[src/rtl/anc_pkg.sv]
// Shared widths and signed full-scale helpers for the anti-noise datapath.
// Consumers: anc_sat_negate, anc_negate_pipe (and the later gain stage).
package anc_pkg;

   localparam int ANC_DATA_W = 64;
   localparam int ANC_CH_W   = 2;

   // Widest sample any consumer may request from the helpers below.
   localparam int ANC_MAX_W  = 256;

   function automatic logic [ANC_MAX_W-1:0] anc_fs_max(input int unsigned w);
      return {ANC_MAX_W{1'b1}} >> (ANC_MAX_W - w + 1);
   endfunction

   function automatic logic [ANC_MAX_W-1:0] anc_fs_min(input int unsigned w);
      return {{(ANC_MAX_W-1){1'b0}}, 1'b1} << (w - 1);
   endfunction

endpackage

[src/rtl/anc_sat_negate.sv]
// Combinational conditional negate with clamp to positive full scale.
// The only overflow is negating the most negative value.
module anc_sat_negate
   import anc_pkg::*;
#(
   parameter int DATA_W = ANC_DATA_W
) (
   input  logic [DATA_W-1:0] data,
   input  logic              inv_bit,
   output logic [DATA_W-1:0] result,
   output logic              sat
);

   localparam logic [ANC_MAX_W-1:0] FS_MAX_FULL = anc_fs_max(DATA_W);
   localparam logic [DATA_W-1:0]    FS_MAX      = FS_MAX_FULL[DATA_W-1:0];

   logic [DATA_W:0] neg_s;

   // One extra bit of headroom so the negation itself cannot wrap.
   always_comb begin
      neg_s = {(DATA_W+1){1'b0}} - {data[DATA_W-1], data};
   end

   // Select pass-through, negation, or clamp when the top two bits disagree.
   always_comb begin
      result = data;
      sat    = 1'b0;
      if (inv_bit) begin
         if (neg_s[DATA_W] != neg_s[DATA_W-1]) begin
            result = FS_MAX;
            sat    = 1'b1;
         end else begin
            result = neg_s[DATA_W-1:0];
            sat    = 1'b0;
         end
      end else begin
         result = data;
         sat    = 1'b0;
      end
   end

endmodule

[src/rtl/anc_negate_pipe.sv]
// Two-stage valid/ready per-channel negator for the anti-noise path.
// Optional saturation event counter: define ANC_NEGATE_SATCNT_EN.
module anc_negate_pipe
   import anc_pkg::*;
#(
   parameter int DATA_W   = ANC_DATA_W,
   parameter int NUM_CH   = 4,
   parameter int CH_W     = ANC_CH_W,
   parameter int SATCNT_W = 16
) (
   input  logic                clk,
   input  logic                rst_n,
   input  logic [NUM_CH-1:0]   inv_mask,
   input  logic                s_valid,
   output logic                s_ready,
   input  logic [DATA_W-1:0]   s_data,
   input  logic [CH_W-1:0]     s_ch,
   output logic                m_valid,
   input  logic                m_ready,
   output logic [DATA_W-1:0]   m_data,
   output logic [CH_W-1:0]     m_ch,
   output logic                m_sat,
   output logic [SATCNT_W-1:0] sat_cnt,
   input  logic                sat_cnt_clr
);

   localparam int TAG_N = 2 ** CH_W;

   logic              v1_r;
   logic [DATA_W-1:0] d1_r;
   logic [CH_W-1:0]   ch1_r;
   logic              inv1_r;
   logic              v2_r;
   logic [DATA_W-1:0] d2_r;
   logic [CH_W-1:0]   ch2_r;
   logic              sat2_r;

   logic              load1_s;
   logic              load2_s;
   logic [TAG_N-1:0]  mask_ext_s;
   logic              inv_s;
   logic [DATA_W-1:0] res_s;
   logic              sat_s;

   // Stage load enables; s_ready depends only on state and m_ready.
   always_comb begin
      load2_s = !v2_r || m_ready;
      load1_s = !v1_r || load2_s;
   end

   assign s_ready = load1_s;

   // Unused tag codes read as zero, so out-of-range channels pass through.
   always_comb begin
      mask_ext_s               = {TAG_N{1'b0}};
      mask_ext_s[NUM_CH-1:0]   = inv_mask;
      inv_s                    = mask_ext_s[s_ch];
   end

   // S1: capture sample, tag and the invert decision at acceptance.
   always_ff @(posedge clk or negedge rst_n) begin
      if (!rst_n) begin
         v1_r   <= 1'b0;
         d1_r   <= {DATA_W{1'b0}};
         ch1_r  <= {CH_W{1'b0}};
         inv1_r <= 1'b0;
      end else if (load1_s) begin
         v1_r <= s_valid;
         if (s_valid) begin
            d1_r   <= s_data;
            ch1_r  <= s_ch;
            inv1_r <= inv_s;
         end
      end
   end

   anc_sat_negate #(
      .DATA_W (DATA_W)
   ) u_sat_negate (
      .data    (d1_r),
      .inv_bit (inv1_r),
      .result  (res_s),
      .sat     (sat_s)
   );

   // S2: registered result; holds while downstream stalls.
   always_ff @(posedge clk or negedge rst_n) begin
      if (!rst_n) begin
         v2_r   <= 1'b0;
         d2_r   <= {DATA_W{1'b0}};
         ch2_r  <= {CH_W{1'b0}};
         sat2_r <= 1'b0;
      end else if (load2_s) begin
         v2_r <= v1_r;
         if (v1_r) begin
            d2_r   <= res_s;
            ch2_r  <= ch1_r;
            sat2_r <= sat_s;
         end
      end
   end

   assign m_valid = v2_r;
   assign m_data  = d2_r;
   assign m_ch    = ch2_r;
   assign m_sat   = sat2_r;

`ifdef ANC_NEGATE_SATCNT_EN
   logic [SATCNT_W-1:0] sat_cnt_r;

   // Count transferred saturated samples; sticks at all-ones, clear has priority.
   always_ff @(posedge clk or negedge rst_n) begin
      if (!rst_n) begin
         sat_cnt_r <= {SATCNT_W{1'b0}};
      end else if (sat_cnt_clr) begin
         sat_cnt_r <= {SATCNT_W{1'b0}};
      end else if (v2_r && m_ready && sat2_r && (sat_cnt_r != {SATCNT_W{1'b1}})) begin
         sat_cnt_r <= sat_cnt_r + {{(SATCNT_W-1){1'b0}}, 1'b1};
      end
   end

   assign sat_cnt = sat_cnt_r;
`else
   logic unused_sat_cnt_clr_s;

   assign unused_sat_cnt_clr_s = sat_cnt_clr;
   assign sat_cnt              = {SATCNT_W{1'b0}};
`endif

endmodule

[config.mk]
export PLATFORM = sky130hd
export DESIGN_NAME = anc_negate_pipe
export DESIGN_NICKNAME = d
export VERILOG_FILES = /design/src/rtl/anc_pkg.sv /design/src/rtl/anc_sat_negate.sv /design/src/rtl/anc_negate_pipe.sv
export SDC_FILE = /design/constraint.sdc
export NUM_CORES = 1
export LEC_CHECK = 0
export ABC_AREA = 1
export CAP_MARGIN = 10
export CORE_ASPECT_RATIO = 0.75
export CORE_MARGIN = 2
export CORE_UTILIZATION = 48
export CTS_BUF_LIST = sky130_fd_sc_hd__clkbuf_2
export DETAILED_ROUTE_END_ITERATION = 12
export PLACE_DENSITY = 0.79
export SLEW_MARGIN = 30
export SYNTH_ARGS = -nofsm -noshare
export SYNTH_HDL_FRONTEND = slang
export SYNTH_SLANG_ARGS = --single-unit
[constraint.sdc]
create_clock -name clk -period 2.45 [get_ports clk]
set_input_delay 0.245 -clock clk [delete_from_list [all_inputs] [get_ports clk]]
set_output_delay 0.245 -clock clk [all_outputs]
set_load 0.005 [all_outputs]
==> impl_metrics.json, run 1 <==
{
  "vias": 8206,
  "yosysWarnings": 0,
  "cts_tree": "done",
  "cp-endpoint": "m_data[21]$_DFFE_PN0P_",
  "grt_max_degree": 63,
  "core_area_mm2": 0.01582,
  "wl_per_cell_um": 17.19,
  "drtIter0Drc": 702,
  "area_growth_pct": 43.17,
  "drt_wl_total_mm": 26.63,
  "rsz0062_at_grt": "true",
  "globalplace.congestion": 0.9434,
  "min_period_over_period_pct": 103.9,
  "rr_endpoint": "m_data[21]$_DFFE_PN0P_",
  "postSynthAreaPerCell_um2": 7.159,
  "nFillCells": 1284,
  "max_cap_viol_count": 0,
  "pwr-share-seq_pct": 39.5,
  "dieArea_mm2": 0.01704,
  "grt_pass1_wl_mm": 39.17,
  "endpoint_kind": "flop",
  "synth_area_leaders": "dfrtp_1 44%, nand2_1 16%, nor2_1 7.1%",
  "vdd_drop_max_uv": 575.5,
  "clockBufferDepth": 2,
  "switchingPower_mw": 3.318,
  "antenna_left": 0,
  "cts_max_level": 4,
  "timing.final.max_slew_violations": 0,
  "power.total_mw": 8.464,
  "layout-drive-gt1-share_pct": 24.87,
  "leakage_nw": 5.010,
  "netlist_area_mm2": 0.007681,
  "synth_cell_types": 34,
  "grt.busiest_layer": "met1",
  "cts_buffers": 17,
  "timing.reg2reg.setup_slack_ns": -0.1,
  "cp-start-kind": "flop",
  "synthSimpleGateAreaFrac_pct": 33.47,
  "synth-main-ff-cell": "dfrtp_1",
  "synth_common_cells": "337 x nand2_1, 146 x nor2_1, 136 x dfrtp_1, 107 x inv_1, 93 x o21ai_0",
  "synthCells": 1073,
  "yosysSeqAreaShare_pct": 44.31,
  "synth.most_common_cell": "nand2_1",
  "synth_top_area_share_pct": 44.31,
  "dp.cells": 1447,
  "worst_slew_pin_slew_ns": 0.5683,
  "synth_top_cell_by_area": "dfrtp_1",
  "portBuffers": 142,
  "critical_path_class": "reg -> reg",
  "power_density_mw_per_mm2": 769.7,
  "hpwlAfterDp_mm": 18.34,
  "start_util_pct": 48.57,
  "comb_power_share_pct": 44.7,
  "gr-usage-met2_pct": 42.89,
  "cts_sinks": 136,
  "synthAdderAreaFrac_pct": 0.3258,
  "clockPowerShare_pct": 15.8,
  "setup_ws_ns": -0.09629,
  "timing.final.crit_period_ns": 2.546,
  "synth_edf_count": 0,
  "grt_util_met3_pct": 7.080,
  "antenna_found_initial": 0,
  "cts-root-buf": "clkbuf_2",
  "rows": 40,
  "finClkSkew_ns": 0.04265,
  "multi_input_area_mm2": 0.004106,
  "slew_headroom_pct": 62.12,
  "antennaDiodeCount": 0,
  "routed_via_density": 5.298,
  "switching_share_pct": 39.20,
  "max_freq_mhz": 392.7,
  "path_max_fanout": 6,
  "grt_overflow_total": 0,
  "stdcell_count": 1549,
  "grt_use_met1_pct": 46.40,
  "clkTransAtPathRegs_ns": 0.23,
  "p_int_mw": 5.146,
  "setup_tns_ns": -2.101,
  "r2r_start": "d1_r[11]$_DFFE_PN0P_",
  "synthXorXnorAreaFrac_pct": 0.6842,
  "grt_pass1_vias": 7329,
  "arrival_ns": 3.20,
  "setup_violations": 54,
  "clkLatencyLatePin_ns": 0.76,
  "r2r_cells": 16,
  "hold_class": "in -> async",
  "fin_nets": 1403,
  "synth-async-reset-ratio_pct": 100.0,
  "io_pins": 160,
  "hold_viol": 0,
  "crit_start": "d1_r[11]$_DFFE_PN0P_",
  "register_area_mm2": 0.003418,
  "violations": "negative setup slack",
  "die_w_um": 150.1,
  "crit_required_ns": 3.11,
  "grt_use_total_pct": 30.17,
  "ys_ff_latch": 136,
  "synth_compound_area_share_pct": 11.76,
  "outcome": "complete, but fails checks",
  "drcViolationCount": 0,
  "muxShareOfSynthArea_pct": 0,
  "synth_top_family_by_area": "simple AND/OR/NAND/NOR gates",
  "fp.dieH_um": 113.6,
  "drtPass1Iterations": 5
}
## what timing repair did
item	4_1_cts	5_1_grt
endpoints found under the setup margin	52	64
setup buffers	36	20
hold buffers	7	8
gates cloned	2	1
gates resized for setup	34	134
hold endpoints to repair	139	8
pin swaps	12	62
## state kept, by name (all words and copies together) (netlist names)
register	cells
d1_r	64
m_data	64
ch1_r	2
m_ch	2
inv1_r	1
m_sat	1
m_valid	1
v1_r	1
## worst max-delay path, cell delays in order, from the launching register on
cell and delay [ns]:
dfrtp_1 0.48, nor2_2 0.18, nand2_2 0.10, nor2_4 0.13, nand2_4 0.07, nor2_4 0.13, nand2_2 0.09, nor2_4 0.08
xor2_1 0.17, ha_1 0.26, nand2_1 0.08, nand2_2 0.12, inv_8 0.16, clkbuf_16 0.18, nand3_2 0.08, o21ai_1 0.09
inv_1 0.05
## stage by stage
step / worst slack [ns] / hold slack [ns] / utilization [%] / area, µm²
4_1_cts: -0.003473 / 0.001420 / 65.36 / 10340
2_1_floorplan: 0.1401 / -0.05059 / - / 7737
6_report: -0.09629 / 0.008093 / 69.53 / 11000
3_3_place_gp: -0.01300 / 0.2609 / 60.80 / 9615
5_1_grt: -0.2276 / 0.006515 / 69.53 / 11000
3_5_place_dp: -0.08384 / 0.2657 / 60.80 / 9615
## worst min path at each step
| stage | startpoint | end | depth (start not counted) | slack, ns |
|---|---|---|---|---|
| 2_1_floorplan | rst_n | ch1_r[0]$_DFFE_PN0P_ | 0 | -0.05 |
| 3_3_place_gp | rst_n | d1_r[2]$_DFFE_PN0P_ | 1 | 0.26 |
| 3_5_place_dp | rst_n | m_data[2]$_DFFE_PN0P_ | 1 | 0.27 |
| 4_1_cts | s_data[6] | d1_r[6]$_DFFE_PN0P_ | 3 | 0.001 |
| 5_1_grt | s_data[60] | d1_r[60]$_DFFE_PN0P_ | 3 | 0.007 |
| 6_report | rst_n | d1_r[9]$_DFFE_PN0P_ | 2 | 0.008 |
## cell type report
type | count | area share [%]
Clock inverter | 14 | 1.206
Clock buffer | 18 | 0.8192
Tap cell | 210 | 2.389
Sequential cell | 136 | 31.08
Timing Repair Buffer | 270 | 23.30
Inverter | 111 | 3.857
Multi-Input combinational cell | 790 | 37.34
## power groups by stage
| stage | Clock [mW] | Sequential (mW) | Combinational, mW |
|---|---|---|---|
| 6_report | 1.34 | 3.34 | 3.79 |
| 5_1_grt | 1.44 | 3.40 | 4.11 |
| 4_1_cts | 1.34 | 3.27 | 3.41 |
| 3_5_place_dp | 0 | 3.30 | 3.19 |
| 3_3_place_gp | 0 | 3.30 | 3.12 |
| 2_1_floorplan | 0 | 3.21 | 1.57 |
## cell usage in the layout, fill, tap and decap left out, types with 4 or more instances in the layout
| cell type | count |
|---|---|
| nand2_1 | 318 |
| clkdlybuf4s50_1 | 141 |
| dfrtp_1 | 124 |
| nor2_1 | 107 |
| inv_1 | 106 |
| buf_4 | 99 |
| o21ai_0 | 82 |
| nor2_2 | 42 |
| nand3_1 | 36 |
| nand2_2 | 23 |
| or2_2 | 23 |
| o21ai_1 | 20 |
| nor2_4 | 18 |
| clkbuf_2 | 18 |
| nand3_2 | 17 |
| conb_1 | 16 |
| dlygate4sd3_1 | 15 |
| o21ai_2 | 14 |
| a21oi_2 | 13 |
| dfrtp_2 | 12 |
| a21oi_1 | 11 |
| nand2_4 | 9 |
| a31oi_1 | 7 |
| xor2_1 | 6 |
| o21bai_1 | 6 |
| nand3_4 | 5 |
| buf_12 | 5 |
| inv_2 | 4 |
| clkinv_2 | 4 |
| buf_6 | 4 |
| buf_8 | 4 |
## layer usage
metal	vias up	share of wire (%)
li1	3834	-
met1	3923	45
met2	399	43
met3	50	9.5
met4	0	2.2
met5	-	0
## cell families (layout without fill, tap and decap cells)
| kind of cell | count (synthesis) | in the layout |
|---|---|---|
| adder cells (fa/ha/maj) | 2 | 2 |
| AO/OA/AOI/OAI | 163 | 163 |
| buffers and inverters | 162 | 413 |
| AND/OR/NAND/NOR | 603 | 603 |
| other | 1 | 16 |
| flip-flops | 136 | 136 |
| XOR/XNOR | 6 | 6 |
No activity file was read; power rests on OpenSTA's default activity.
==> inputs of run 2 (changes only) <==
Settings changed: SLEW_MARGIN 30 to 10.
==> results of run 2 <==
Same layout as run 1: the final DEF is identical, and so are final timing and power.
